## config.mk

```make
export PLATFORM = sky130hd
export DESIGN_NAME = load_store_align
export DESIGN_NICKNAME = d
export VERILOG_FILES = /design/src/rtl/lsa_pkg.sv /design/src/rtl/lane_extend.sv /design/src/rtl/load_store_align.sv
export SDC_FILE = /design/constraint.sdc
export NUM_CORES = 1
export LEC_CHECK = 0
export CAP_MARGIN = 15
export CELL_PAD_IN_SITES_DETAIL_PLACEMENT = 0
export CELL_PAD_IN_SITES_GLOBAL_PLACEMENT = 1
export CORE_ASPECT_RATIO = 0.75
export CORE_MARGIN = 2
export CORE_UTILIZATION = 34
export DETAILED_ROUTE_END_ITERATION = 7
export GPL_ROUTABILITY_DRIVEN = 0
export PLACE_DENSITY = 0.92
export SLEW_MARGIN = 20
export SYNTH_ARGS = -nofsm -noshare
export SYNTH_HDL_FRONTEND = slang
export SYNTH_HIERARCHICAL = 1
export SYNTH_SLANG_ARGS = --single-unit
```

## constraint.sdc

```tcl
create_clock -name clk -period 7.4 [get_ports clk]
set_input_delay 1.85 -clock clk [delete_from_list [all_inputs] [get_ports clk]]
set_output_delay 1.85 -clock clk [all_outputs]
set_load 0.03 [all_outputs]
```

## src/rtl/lsa_pkg.sv

```systemverilog
// Shared definitions for the load/store alignment unit: op codes, FSM states
// and the op decode helpers used by both the top level and the lane extender.
package lsa_pkg;

  typedef enum logic [1:0] {
    IDLE,
    ISSUE,
    WAIT,
    RESP
  } state_t;

  localparam logic [3:0] OP_LW  = 4'd0;
  localparam logic [3:0] OP_LBU = 4'd1;
  localparam logic [3:0] OP_LB  = 4'd2;
  localparam logic [3:0] OP_LHU = 4'd3;
  localparam logic [3:0] OP_LH  = 4'd4;
  localparam logic [3:0] OP_LWU = 4'd5;
  localparam logic [3:0] OP_LD  = 4'd6;
  localparam logic [3:0] OP_SW  = 4'd8;
  localparam logic [3:0] OP_SB  = 4'd9;
  localparam logic [3:0] OP_SH  = 4'd10;
  localparam logic [3:0] OP_SD  = 4'd11;

  typedef struct packed {
    logic       legal;
    logic       store;
    logic [3:0] size;
  } op_info_t;

  // Doubleword-only codes are legal only when the datapath is 64 bits wide.
  function automatic op_info_t decode_op(input logic [3:0] op, input int dw);
    op_info_t info;
    info.legal = 1'b1;
    info.store = 1'b0;
    info.size  = 4'd4;
    case (op)
      OP_LW:         info.size = 4'd4;
      OP_LBU, OP_LB: info.size = 4'd1;
      OP_LHU, OP_LH: info.size = 4'd2;
      OP_LWU: begin
        info.size  = 4'd4;
        info.legal = (dw == 64);
      end
      OP_LD: begin
        info.size  = 4'd8;
        info.legal = (dw == 64);
      end
      OP_SW: begin
        info.store = 1'b1;
        info.size  = 4'd4;
      end
      OP_SB: begin
        info.store = 1'b1;
        info.size  = 4'd1;
      end
      OP_SH: begin
        info.store = 1'b1;
        info.size  = 4'd2;
      end
      OP_SD: begin
        info.store = 1'b1;
        info.size  = 4'd8;
        info.legal = (dw == 64);
      end
      default: info.legal = 1'b0;
    endcase
    return info;
  endfunction

  function automatic logic [7:0] size_lanes(input logic [3:0] size);
    logic [7:0] lanes;
    case (size)
      4'd1:    lanes = 8'h01;
      4'd2:    lanes = 8'h03;
      4'd4:    lanes = 8'h0F;
      4'd8:    lanes = 8'hFF;
      default: lanes = 8'h00;
    endcase
    return lanes;
  endfunction

endpackage

```

## src/rtl/lane_extend.sv

```systemverilog
// Selects the addressed lane from a raw memory word and zero/sign-extends it
// to the full data width according to the load op.
module lane_extend
  import lsa_pkg::*;
#(
  parameter int DW = 32
) (
  input  logic [$clog2(DW/8)-1:0] offset,
  input  logic [3:0]              op,
  input  logic [DW-1:0]           raw,
  output logic [DW-1:0]           extended
);

  logic [DW-1:0] shifted;

  always_comb begin
    shifted  = raw >> {offset, 3'b000};
    extended = '0;
    case (op)
      OP_LBU: extended = DW'(shifted[7:0]);
      OP_LB:  extended = DW'($signed(shifted[7:0]));
      OP_LHU: extended = DW'(shifted[15:0]);
      OP_LH:  extended = DW'($signed(shifted[15:0]));
      OP_LWU: extended = DW'(shifted[31:0]);
      OP_LW:  extended = DW'($signed(shifted[31:0]));
      OP_LD:  extended = shifted;
      default: extended = '0;
    endcase
  end

endmodule

```

## src/rtl/load_store_align.sv

```systemverilog
// Single-outstanding load/store unit: checks alignment, issues one memory
// strobe with lane-shifted data/enables, and returns extended load data.
module load_store_align
  import lsa_pkg::*;
#(
  parameter int DW = 32,
  parameter int AW = 32
) (
  input  logic            clk,
  input  logic            reset,
  input  logic            req_valid,
  output logic            req_ready,
  input  logic [3:0]      req_op,
  input  logic [AW-1:0]   req_addr,
  input  logic [DW-1:0]   req_wdata,
  output logic            resp_valid,
  output logic [DW-1:0]   resp_rdata,
  output logic            resp_exc,
  output logic            mem_en,
  output logic            mem_we,
  output logic [DW/8-1:0] mem_be,
  output logic [AW-1:0]   mem_addr,
  output logic [DW-1:0]   mem_wdata,
  input  logic            mem_rvalid,
  input  logic [DW-1:0]   mem_rdata
);

  localparam int NB = DW / 8;
  localparam int OW = $clog2(NB);

  state_t          state, state_nx;
  op_info_t        info_in;
  logic            req_bad;
  logic [3:0]      op_q;
  logic [3:0]      size_q;
  logic            store_q;
  logic [AW-1:0]   addr_q;
  logic [DW-1:0]   wdata_q;
  logic [OW-1:0]   offset;
  logic [NB-1:0]   lanes;
  logic [NB-1:0]   store_be;
  logic [DW-1:0]   wmask;
  logic [DW-1:0]   store_data;
  logic [AW-1:0]   aligned_addr;
  logic [DW-1:0]   load_data;

  // Illegal codes and misaligned addresses are resolved at accept time so
  // they never reach the memory.
  assign info_in = decode_op(req_op, DW);
  assign req_bad = !info_in.legal ||
                   (|(req_addr[2:0] & (info_in.size[2:0] - 3'd1)));

  assign offset       = addr_q[OW-1:0];
  assign lanes        = NB'(size_lanes(size_q));
  assign store_be     = lanes << offset;
  assign aligned_addr = {addr_q[AW-1:OW], {OW{1'b0}}};

  always_comb begin
    wmask = '0;
    for (int i = 0; i < NB; i++) begin
      wmask[8*i +: 8] = {8{lanes[i]}};
    end
    store_data = (wdata_q & wmask) << {offset, 3'b000};
  end

  lane_extend #(
    .DW(DW)
  ) u_lane_extend (
    .offset  (offset),
    .op      (op_q),
    .raw     (mem_rdata),
    .extended(load_data)
  );

  always_ff @(posedge clk) begin
    if (reset) begin
      state      <= IDLE;
      op_q       <= '0;
      size_q     <= '0;
      store_q    <= 1'b0;
      addr_q     <= '0;
      wdata_q    <= '0;
      resp_rdata <= '0;
      resp_exc   <= 1'b0;
    end else begin
      state <= state_nx;
      if (state == IDLE && req_valid) begin
        op_q    <= req_op;
        size_q  <= info_in.size;
        store_q <= info_in.store;
        addr_q  <= req_addr;
        wdata_q <= req_wdata;
        if (req_bad) begin
          resp_rdata <= '0;
          resp_exc   <= 1'b1;
        end
      end
      if (state == WAIT && mem_rvalid) begin
        resp_rdata <= store_q ? '0 : load_data;
        resp_exc   <= 1'b0;
      end
    end
  end

  // Memory-side outputs are only non-zero during the single ISSUE cycle.
  always_comb begin
    state_nx  = state;
    req_ready = 1'b0;
    mem_en    = 1'b0;
    mem_we    = 1'b0;
    mem_be    = '0;
    mem_addr  = '0;
    mem_wdata = '0;
    case (state)
      IDLE: begin
        req_ready = 1'b1;
        if (req_valid) state_nx = req_bad ? RESP : ISSUE;
      end
      ISSUE: begin
        mem_en    = 1'b1;
        mem_we    = store_q;
        mem_be    = store_q ? store_be : '1;
        mem_addr  = aligned_addr;
        mem_wdata = store_q ? store_data : '0;
        state_nx  = WAIT;
      end
      WAIT: begin
        if (mem_rvalid) state_nx = RESP;
      end
      RESP: state_nx = IDLE;
      default: state_nx = IDLE;
    endcase
  end

  assign resp_valid = (state == RESP);

endmodule
```

==> results.py, run 1 <==
metrics = {
    "status": {
        "status": "finished clean",
    },
    "finish": {
        "diodes": 0,
        "regArea_sq_mm": 0.00216,
        "multiInputGateArea_sq_mm": 0.00310,
        "syn2layout_area_growth_pct": 42.3,
        "nets": 988,
        "layout-drive-gt1-share_pct": 4.19,
        "num-fill-cells": 1582,
        "utilization_pct": 49.7,
    },
    "clock_tree": {
        "htree_levels": 3,
        "path_clk_slew_ns": 0.08,
        "cts_made_buffers": 9,
        "clock_latency_ns": 0.36,
        "cts_hold_buf": 0,
        "cts_buffer_depth": 2,
        "cts_tree": "built",
        "cts_resized": 0,
        "root_buffer": "clkbuf_16",
        "cts_sinks": 108,
        "postCtsSetupBuffers": 0,
    },
    "critical_path": {
        "crit_type": "flip-flop to primary output",
        "crit_path_max_incr_delay_ns": 0.74,
        "crit_buf_inv": 1,
        "critPathMaxFanout": 8,
        "end_kind": "primary output",
        "crit_family": "compound AO/OA/AOI/OAI gates",
        "crit_path_start": "size_q[2]$_SDFFE_PP0P_",
        "arrival_ns": 3.22,
        "worst-r2r-cell-count": 5,
        "cp.required_ns": 5.55,
        "r2r-start": "addr_q[0]$_SDFFE_PP0P_",
        "crit_cells": 6,
        "cp-start-kind": "flip-flop",
        "worst_path_max_delay_cell": "nor3_1",
        "cp_cell_sequence": "xnor2_1, a211o_1, nor3_1, a221oi_1, a21oi_1, clkdlybuf4s50_1",
    },
    "route": {
        "vias_per_cell": 5.24,
        "drc_errors": 0,
        "drt-initial-drc-count": 361,
        "ant_nets": 0,
        "firstDrtPassIters": 5,
        "dr_total_vias": 5733,
        "drt_wl_total_mm": 18.2,
        "avgRoutedWirePerCell_microns": 16.6,
    },
    "global_route": {
        "grt_antenna_before_repair": 0,
        "grt_start_max_net_pins": 78,
        "track_usage_pct": 20.1,
        "grt_pass1_vias": 5351,
        "grt_pass1_wl_mm": 28.4,
        "overflow": 0,
    },
    "timing": {
        "setup_viol": 0,
        "rsz0062_at_grt": "no",
        "tns_ns": 0,
        "tightest_slew_ns": 0.859,
        "fmax_mhz": 197,
        "hold_viol": 0,
        "timing.final.crit_share_pct": 68.6,
        "fin_crit_ns": 5.07,
        "worst_hold_slack_ns": 0.450,
        "setup_ws_ns": 2.33,
        "drv_slew": 0,
        "skew_ns": 0.00950,
        "slew_headroom_pct": 42.3,
    },
    "floorplan": {
        "start_util_pct": 35.0,
        "die_area_sq_mm": 0.0176,
        "die_y_microns": 115,
        "rows": 40,
        "pin_count": 209,
        "die_w_microns": 153,
        "core_region_area_sq_mm": 0.0161,
    },
    "synth": {
        "synthArstFlopShare_pct": 0,
        "ys.flop_type": "dfxtp_1",
        "yosysUniqueCellTypes": 53,
        "yosys_register_bits": 108,
        "synth_fa_ha_area_share_pct": 1.11,
        "synth_compound_area_share_pct": 27.1,
        "avgSynthCellArea_sq_um": 7.88,
        "synthMuxAreaShare_pct": 4.49,
        "netlist_instances": 715,
        "ys_seq_area_share_pct": 38.4,
        "synth_edf_count": 0,
        "synth_top_family_by_area": "compound AO/OA/AOI/OAI gates",
        "synthesis.area_sq_mm": 0.00563,
        "synthSimpleGateAreaFrac_pct": 21.6,
        "yosys_warnings": 6,
        "synthXorXnorAreaFrac_pct": 0.466,
    },
    "power": {
        "vdd_drop_max_mv": 0.143,
        "fin_total_pwr_mw": 2.18,
        "powerDensity_mw_per_mm2": 272,
        "p_leak_nw": 2.85,
    },
    "placed_design": {
        "dpl.hpwl_mm": 12.8,
        "place_ws_ns": 2.55,
        "io_buffers": 206,
    },
    "run": {
        "maxCapViolations": 0,
    },
    "worst_hold_path": {
        "min_path_type": "flip-flop to flip-flop",
        "hold_depth": 2,
        "holdCritStartpoint": "addr_q[2]$_SDFFE_PP0P_",
    },
}
-- flip-flops by register name, indices dropped and copies added, names as in the netlist --
signal,count
op_q,4
size_q,4
addr_q,32
resp_rdata,32
resp_exc,1
store_q,1
state,2
wdata_q,32
-- where the power goes --
group	internal [mW]	switching [mW]
Sequential	0.684	0.0927
Clock	0.267	0.231
Combinational	0.346	0.562
Total	1.30	0.885
-- through the flow --
stage | std cells | instance area [sq um]
after floorplan | 716 | 5640
final | 1094 | 8020
after global placement | 1078 | 7710
after global routing | 1094 | 8020
after detailed placement | 1078 | 7710
after CTS | 1094 | 8020
-- area by class of cell --
cell class                      instances  area share (%)
Clock buffer                           10            2.86
Clock inverter                          6           0.905
Sequential cell                       108            27.0
Timing Repair Buffer                  213            26.3
Inverter                               20           0.936
Multi-Input combinational cell        527            38.7
Tap cell                              210            3.28
-- cells in the final DEF (no fill, tap or decap), drive strengths merged, types with 17 or more instances in the layout --
master         instances
nor2                  40
a221oi                17
and2                  31
a21oi                 91
inv                   22
nand2                159
a22o                  32
mux2i                 23
dfxtp                108
a211oi                18
clkdlybuf4s50        205
-- worst register-to-register path: stages, from the launching register on --
cell and delay, ns:
dfxtp_2 0.57, buf_4 0.49, mux4_2 0.66, nand4_4 0.28, o221ai_1 0.21, a22o_1 0.25
-- kinds of logic after synthesis --
kind of cell	Yosys count
buffers and inverters	81
muxes	24
and+or+nand+nor	271
AOI/OAI and AO/OA	222
other	1
xor gates and xnor gates	3
adders and majority gates	5
DFF	108
-- synth_stat cells (3+ instances only) --
cell type	number	area [sq um]
nand2_1	159	597
o21ai_0	12	60.1
nor2_1	40	150
a22oi_1	8	60.1
buf_2	8	40.0
a31oi_1	3	18.8
and3_1	10	62.6
mux2i_1	23	230
inv_1	20	75.1
a2bb2oi_1	6	52.6
ha_1	5	62.6
a221oi_1	17	149
buf_1	10	37.5
a211oi_1	17	128
a21oi_1	89	445
nor3_1	7	35.0
nor3b_1	4	30.0
and2_1	31	194
clkbuf_1	33	124
a22o_1	32	280
o211ai_1	3	22.5
buf_6	8	90.1
dfxtp_1	108	2160
o221ai_1	16	140
nor2b_1	11	68.8
-- worst paths after layout --
check | slack [ns] | endpoint
hold reg to reg | 0.45 | addr_q[2]$_SDFFE_PP0P_
hold / removal | 0.45 | addr_q[2]$_SDFFE_PP0P_
setup reg to reg | 4.84 | resp_rdata[21]$_SDFFE_PP0P_
setup / recovery | 2.33 | mem_wdata[18]
-- layer usage --
metal	share of wire [%]	GRT usage, %	wire length, microns
met5	0	0	0
met4	0.80	3.64	146
met3	7.7	6.81	1400
met2	44	31.5	7940
met1	48	27.3	8700
(Power assumes the default switching activity.)
==> run 2, diff against run 1 <==
--- a/config.mk
+++ b/config.mk
@@ -10,10 +10,10 @@
 export CELL_PAD_IN_SITES_GLOBAL_PLACEMENT = 1
 export CORE_ASPECT_RATIO = 0.75
 export CORE_MARGIN = 2
-export CORE_UTILIZATION = 34
+export CORE_UTILIZATION = 32
 export DETAILED_ROUTE_END_ITERATION = 7
 export GPL_ROUTABILITY_DRIVEN = 0
-export PLACE_DENSITY = 0.92
+export PLACE_DENSITY = 0.87
 export SLEW_MARGIN = 20
 export SYNTH_ARGS = -nofsm -noshare
 export SYNTH_HDL_FRONTEND = slang
==> constraint.sdc (replaced) <==
create_clock -name clk -period 4.8 [get_ports clk]
set_input_delay 1.2 -clock clk [delete_from_list [all_inputs] [get_ports clk]]
set_output_delay 1.2 -clock clk [all_outputs]
set_load 0.03 [all_outputs]
==> run 2 against run 1 <==
Against the previous run: final cell count grew 2.5%; non-clock buffer count grew 1; via count shrank 0.31%; global-route usage shrank 0.69 points; clock power grew 60%; flip-flop and latch count is the same; largest cell class unchanged; largest power group unchanged; highest routed layer unchanged.
==> results.py, run 2 (synthesis gave the netlist of run 1 again) <==
metrics = {
    "floorplan": {
        "start_util_pct": 33.1,
        "core_region_area_sq_mm": 0.0170,
        "die_w_microns": 157,
        "pin_count": 209,
        "die_y_microns": 119,
        "die_area_sq_mm": 0.0187,
        "rows": 41,
    },
    "timing": {
        "hold_viol": 0,
        "timing.final.crit_share_pct": 92.2,
        "tightest_slew_ns": 0.895,
        "skew_ns": 0.00525,
        "slew_headroom_pct": 40.3,
        "fmax_mhz": 226,
        "setup_viol": 0,
        "tns_ns": 0,
        "drv_slew": 0,
        "rsz0062_at_grt": "no",
        "fin_crit_ns": 4.43,
    },
    "critical_path": {
        "end_kind": "primary output",
        "crit_path_start": "size_q[2]$_SDFFE_PP0P_",
        "critPathMaxFanout": 8,
        "cp.required_ns": 3.60,
        "cp-endpoint": "mem_wdata[20]",
        "cp-start-kind": "flip-flop",
        "worst-r2r-cell-count": 5,
        "r2r-end": "resp_rdata[19]$_SDFFE_PP0P_",
        "r2r-start": "addr_q[0]$_SDFFE_PP0P_",
        "crit_type": "flip-flop to primary output",
        "ff2ff_setup_slack_ns": 2.30,
        "arrival_ns": 3.23,
    },
    "clock_tree": {
        "cts_sinks": 108,
        "htree_levels": 3,
        "cts_hold_buf": 0,
        "cts_made_buffers": 9,
        "path_clk_slew_ns": 0.08,
        "postCtsSetupBuffers": 0,
        "cts_buffer_depth": 2,
        "clock_latency_ns": 0.36,
        "cts_tree": "built",
        "root_buffer": "clkbuf_16",
        "cts_resized": 0,
    },
    "finish": {
        "nets": 989,
        "final_common_cell": "clkdlybuf4s50_1",
        "fin_cells": 1121,
        "layout-drive-gt1-share_pct": 4.63,
        "syn2layout_area_growth_pct": 43.1,
        "top_regs": "addr_q (32), resp_rdata (32), wdata_q (32)",
        "num-fill-cells": 1699,
        "diodes": 0,
        "mostFrequentLayoutCells": "clkdlybuf4s50_1, nand2_1, dfxtp_1, a21oi_1, nor2_1",
    },
    "placed_design": {
        "dp_cells": 1105,
        "io_buffers": 206,
        "dpl.hpwl_mm": 13.0,
    },
    "route": {
        "vias_per_cell": 5.10,
        "ant_nets": 0,
        "firstDrtPassIters": 5,
        "drt-initial-drc-count": 376,
        "avgRoutedWirePerCell_microns": 16.7,
        "dr_total_vias": 5715,
        "drc_errors": 0,
        "drt_wl_total_mm": 18.7,
    },
    "global_route": {
        "grt_start_max_net_pins": 77,
        "grt_pass1_wl_mm": 28.6,
        "overflow": 0,
        "grt_pass1_vias": 5265,
        "track_usage_pct": 19.4,
        "grt_antenna_before_repair": 0,
    },
    "worst_hold_path": {
        "min_path_type": "flip-flop to flip-flop",
    },
    "status": {
        "status": "finished clean",
    },
    "power": {
        "p_leak_nw": 2.86,
        "powerDensity_mw_per_mm2": 422,
        "vdd_drop_max_mv": 0.176,
    },
    "run": {
        "maxCapViolations": 0,
    },
}
==> run 2: where the power goes <==
group | switching, mW | total [mW] | leakage [nW] | internal (mW)
Clock | 0.371 | 0.795 | 0.151 | 0.424
Sequential | 0.133 | 1.19 | 0.882 | 1.05
Combinational | 0.885 | 1.42 | 1.83 | 0.536
==> run 2: layout make-up <==
cell class	instances	area, sq um	area share (%)
clock buffer	10	239	2.96
clock inverter	6	71.3	0.885
inverter	20	75.1	0.931
multi-input combinational	527	3100	38.5
sequential	108	2160	26.9
tap	236	295	3.66
timing repair buffer	214	2110	26.2
==> run 2: worst min path at each step <==
stage / to / depth (start not counted) / startpoint
global placement: resp_exc$_SDFFE_PP0P_ / 2 / resp_exc$_SDFFE_PP0P_
detailed placement: addr_q[5]$_SDFFE_PP0P_ / 2 / addr_q[5]$_SDFFE_PP0P_
floorplan: wdata_q[31]$_SDFFE_PP0P_ / 2 / wdata_q[31]$_SDFFE_PP0P_
finish: addr_q[5]$_SDFFE_PP0P_ / 2 / addr_q[5]$_SDFFE_PP0P_
CTS: addr_q[28]$_SDFFE_PP0P_ / 2 / addr_q[28]$_SDFFE_PP0P_
global route: addr_q[28]$_SDFFE_PP0P_ / 2 / addr_q[28]$_SDFFE_PP0P_
==> run 2: routing by layer <==
layer	routed length [microns]	GRT usage, %
met5	0	0
met4	204	3.98
met3	1500	5.39
met2	8030	30.0
met1	8990	26.9
==> run 2: worst max-delay path, cell delays in order (launching register included) <==
cell	delay [ns]
dfxtp_1	0.44
xnor2_1	0.12
a211o_1	0.42
nor3_1	0.71
a221oi_1	0.21
a21oi_1	0.26
clkdlybuf4s50_1	0.71
==> run 2: through the flow <==
step                      instance area, sq um  hold WS [ns]  util (%)  power [mW]  setup slack [ns]
after CTS                                 8060         0.453      47.3        3.44             0.432
after global routing                      8060         0.468      47.3        3.61             0.186
after global placement                    7750         0.435      45.5        2.62             0.841
after detailed placement                  7750         0.443      45.5        2.63             0.839
final                                     8060         0.451      47.3        3.40             0.374
after floorplan                           5640         0.432         -        2.15              1.19
==> run 3, diff against run 2 <==
--- a/config.mk
+++ b/config.mk
@@ -5,15 +5,14 @@
 export SDC_FILE = /design/constraint.sdc
 export NUM_CORES = 1
 export LEC_CHECK = 0
-export CAP_MARGIN = 15
 export CELL_PAD_IN_SITES_DETAIL_PLACEMENT = 0
 export CELL_PAD_IN_SITES_GLOBAL_PLACEMENT = 1
 export CORE_ASPECT_RATIO = 0.75
 export CORE_MARGIN = 2
-export CORE_UTILIZATION = 32
+export CORE_UTILIZATION = 29
 export DETAILED_ROUTE_END_ITERATION = 7
 export GPL_ROUTABILITY_DRIVEN = 0
-export PLACE_DENSITY = 0.87
+export PLACE_DENSITY = 0.84
 export SLEW_MARGIN = 20
 export SYNTH_ARGS = -nofsm -noshare
 export SYNTH_HDL_FRONTEND = slang
==> constraint.sdc (replaced) <==
create_clock -name clk -period 3.9 [get_ports clk]
set_input_delay 0.975 -clock clk [delete_from_list [all_inputs] [get_ports clk]]
set_output_delay 0.975 -clock clk [all_outputs]
set_load 0.03 [all_outputs]
==> run 3 against run 2 <==
Against the previous run: sequential share of layout area fell by 0.20 points; first-iteration DRC count up 22%; sequential power up 24%; final cell count rose by 2.1%; routed wire length down 0.17%; flip-flop and latch count is the same; count of clock-buffer cells in the layout decreased by 1; setup slack got worse by 0.15 ns; clock skew increased by 0.0061 ns; combinational power rose by 25%; core utilization shrank 5.1 points; worst hold slack worse by 0.0011 ns; critical path type unchanged; critical endpoint is now mem_wdata[5]; largest power group unchanged; highest routed layer is now met5.
==> results.py, run 3 (synthesis gave the netlist of run 1 again) <==
metrics = {
    "status": {
        "status": "finished clean",
    },
    "power": {
        "switching_power_mw": 1.73,
        "pwr-share-seq_pct": 35.3,
        "p_leak_nw": 2.97,
        "power_frac_clock_pct": 22.4,
        "powerDensity_mw_per_mm2": 514,
        "vdd_drop_max_mv": 0.229,
        "sw_frac_of_total_pct": 41.5,
        "intPower_mw": 2.44,
        "power.share.combinational_pct": 42.3,
    },
    "route": {
        "drt-initial-drc-count": 459,
        "dr_total_vias": 5727,
        "firstDrtPassIters": 5,
        "drt_wl_total_mm": 18.7,
        "avgRoutedWirePerCell_microns": 16.3,
        "ant_nets": 0,
        "drc_errors": 0,
        "vias_per_cell": 5.01,
    },
    "finish": {
        "mostFrequentLayoutCells": "clkdlybuf4s50_1, nand2_1, dfxtp_1, a21oi_1, nor2_1",
        "layout-drive-gt1-share_pct": 8.08,
        "fin_area_sq_mm": 0.00812,
        "final_common_cell": "clkdlybuf4s50_1",
        "num-fill-cells": 1932,
        "diodes": 0,
        "nets": 995,
        "top_regs": "addr_q (32), resp_rdata (32), wdata_q (32)",
        "syn2layout_area_growth_pct": 44.1,
    },
    "clock_tree": {
        "cts_tree": "built",
        "clock_latency_ns": 0.36,
        "cts_buffer_depth": 2,
        "cts_sinks": 108,
        "path_clk_slew_ns": 0.07,
        "postCtsSetupBuffers": 0,
        "root_buffer": "clkbuf_16",
        "cts_made_buffers": 9,
        "htree_levels": 3,
    },
    "timing": {
        "hold_viol": 0,
        "timing.final.crit_share_pct": 94.2,
        "setup_viol": 0,
        "fin_crit_ns": 3.67,
        "tns_ns": 0,
        "slew_headroom_pct": 44.6,
        "rsz0062_at_grt": "no",
        "setup_ws_ns": 0.228,
        "tightest_slew_ns": 0.824,
        "skew_ns": 0.0114,
        "drv_slew": 0,
        "fmax_mhz": 272,
    },
    "run": {
        "maxCapViolations": 0,
    },
    "critical_path": {
        "cp_cell_sequence": "xnor2_1, a211o_1, a21oi_4, buf_4, and3_1, clkdlybuf4s50_1",
        "end_kind": "primary output",
        "cp-start-kind": "flip-flop",
        "critPathMaxFanout": 9,
        "crit_type": "flip-flop to primary output",
        "cp.required_ns": 2.92,
        "ff2ff_setup_slack_ns": 1.27,
        "worst_path_max_delay_cell": "clkdlybuf4s50_1",
        "crit_path_max_incr_delay_ns": 0.67,
        "arrival_ns": 2.70,
    },
    "floorplan": {
        "die_y_microns": 125,
        "die_area_sq_mm": 0.0206,
        "start_util_pct": 29.3,
        "rows": 44,
        "die_w_microns": 165,
        "core_region_area_sq_mm": 0.0192,
        "pin_count": 209,
    },
    "placed_design": {
        "dpl.hpwl_mm": 13.7,
        "post_dp_cell_area_sq_mm": 0.00780,
        "io_buffers": 206,
        "place_ws_ns": 0.341,
    },
    "global_route": {
        "grt_start_max_net_pins": 58,
        "track_usage_pct": 18.0,
        "grt_pass1_vias": 5446,
        "overflow": 0,
        "grt_antenna_before_repair": 1,
        "grt_pass1_wl_mm": 29.4,
    },
    "worst_hold_path": {
        "min_path_type": "flip-flop to flip-flop",
    },
}
[run 3: cell types whose count changed in the layout (fill, tap and decap cells not counted), moves of 2 or more]
| cell | before | now |
|---|---|---|
| buf_4 | 10 | 37 |
| clkdlybuf4s50_1 | 203 | 177 |
| buf_12 | 0 | 4 |
| clkinv_8 | 0 | 3 |
| inv_6 | 0 | 2 |
[run 3: metrics by stage]
| stage | total power, mW | cells | hold WS [ns] | utilization [%] |
|---|---|---|---|---|
| 6_report | 4.17 | 1144 | 0.450 | 42.3 |
| 5_1_grt | 4.45 | 1144 | 0.466 | 42.3 |
| 4_1_cts | 4.22 | 1144 | 0.454 | 42.2 |
| 3_5_place_dp | 3.27 | 1128 | 0.442 | 40.6 |
| 3_3_place_gp | 3.26 | 1128 | 0.437 | 40.6 |
| 2_1_floorplan | 2.64 | 716 | 0.432 | - |
[run 3: critical path, delay by kind of cell (launching register included)]
kind	cells	cell delay, ns
buffers and inverters	2	0.89
AOI/OAI and AO/OA	2	0.74
DFF	1	0.43
and+or+nand+nor	1	0.18
xor gates and xnor gates	1	0.10
[run 3: area by class of cell]
cell class	count	area [sq um]	share of cell area (%)
Multi-Input combinational cell	527	3110	38.3
Sequential cell	108	2160	26.7
Timing Repair Buffer	220	2150	26.4
Tap cell	253	317	3.90
Clock buffer	9	225	2.77
Clock inverter	7	82.6	1.02
Inverter	20	75.1	0.924
[run 3: power by group through the flow]
stage                     Combinational [mW]  Clock [mW]  Sequential, mW
after floorplan                         1.14           0            1.50
after global placement                  1.77           0            1.49
after detailed placement                1.77           0            1.50
after CTS                               1.78       0.970            1.47
after global routing                    1.94        1.01            1.50
final                                   1.77       0.933            1.47
[run 3: worst paths after layout]
| path | start | to | depth (start not counted) |
|---|---|---|---|
| worst min-delay path | addr_q[27]$_SDFFE_PP0P_ | addr_q[27]$_SDFFE_PP0P_ | 2 |
| worst max-delay path | size_q[3]$_SDFFE_PP0P_ | mem_wdata[5] | 6 |
| worst max register to register | addr_q[0]$_SDFFE_PP0P_ | resp_rdata[18]$_SDFFE_PP0P_ | 5 |
| worst min register to register | addr_q[27]$_SDFFE_PP0P_ | addr_q[27]$_SDFFE_PP0P_ | 2 |
[run 3: routing by layer]
metal	share of wire (%)	global-route usage [%]	routed length, microns	up-vias
met2	43	27.2	8090	206
li1	-	-	-	2854
met5	0.070	0	13	-
met4	1.1	4.81	215	2
met1	47	25.1	8870	2643
met3	8.0	4.90	1510	22
[run 3: repair_timing]
item,in CTS,in global routing
gates resized for setup,0,2
hold buffers,0,0
endpoints found under the setup margin,0,2
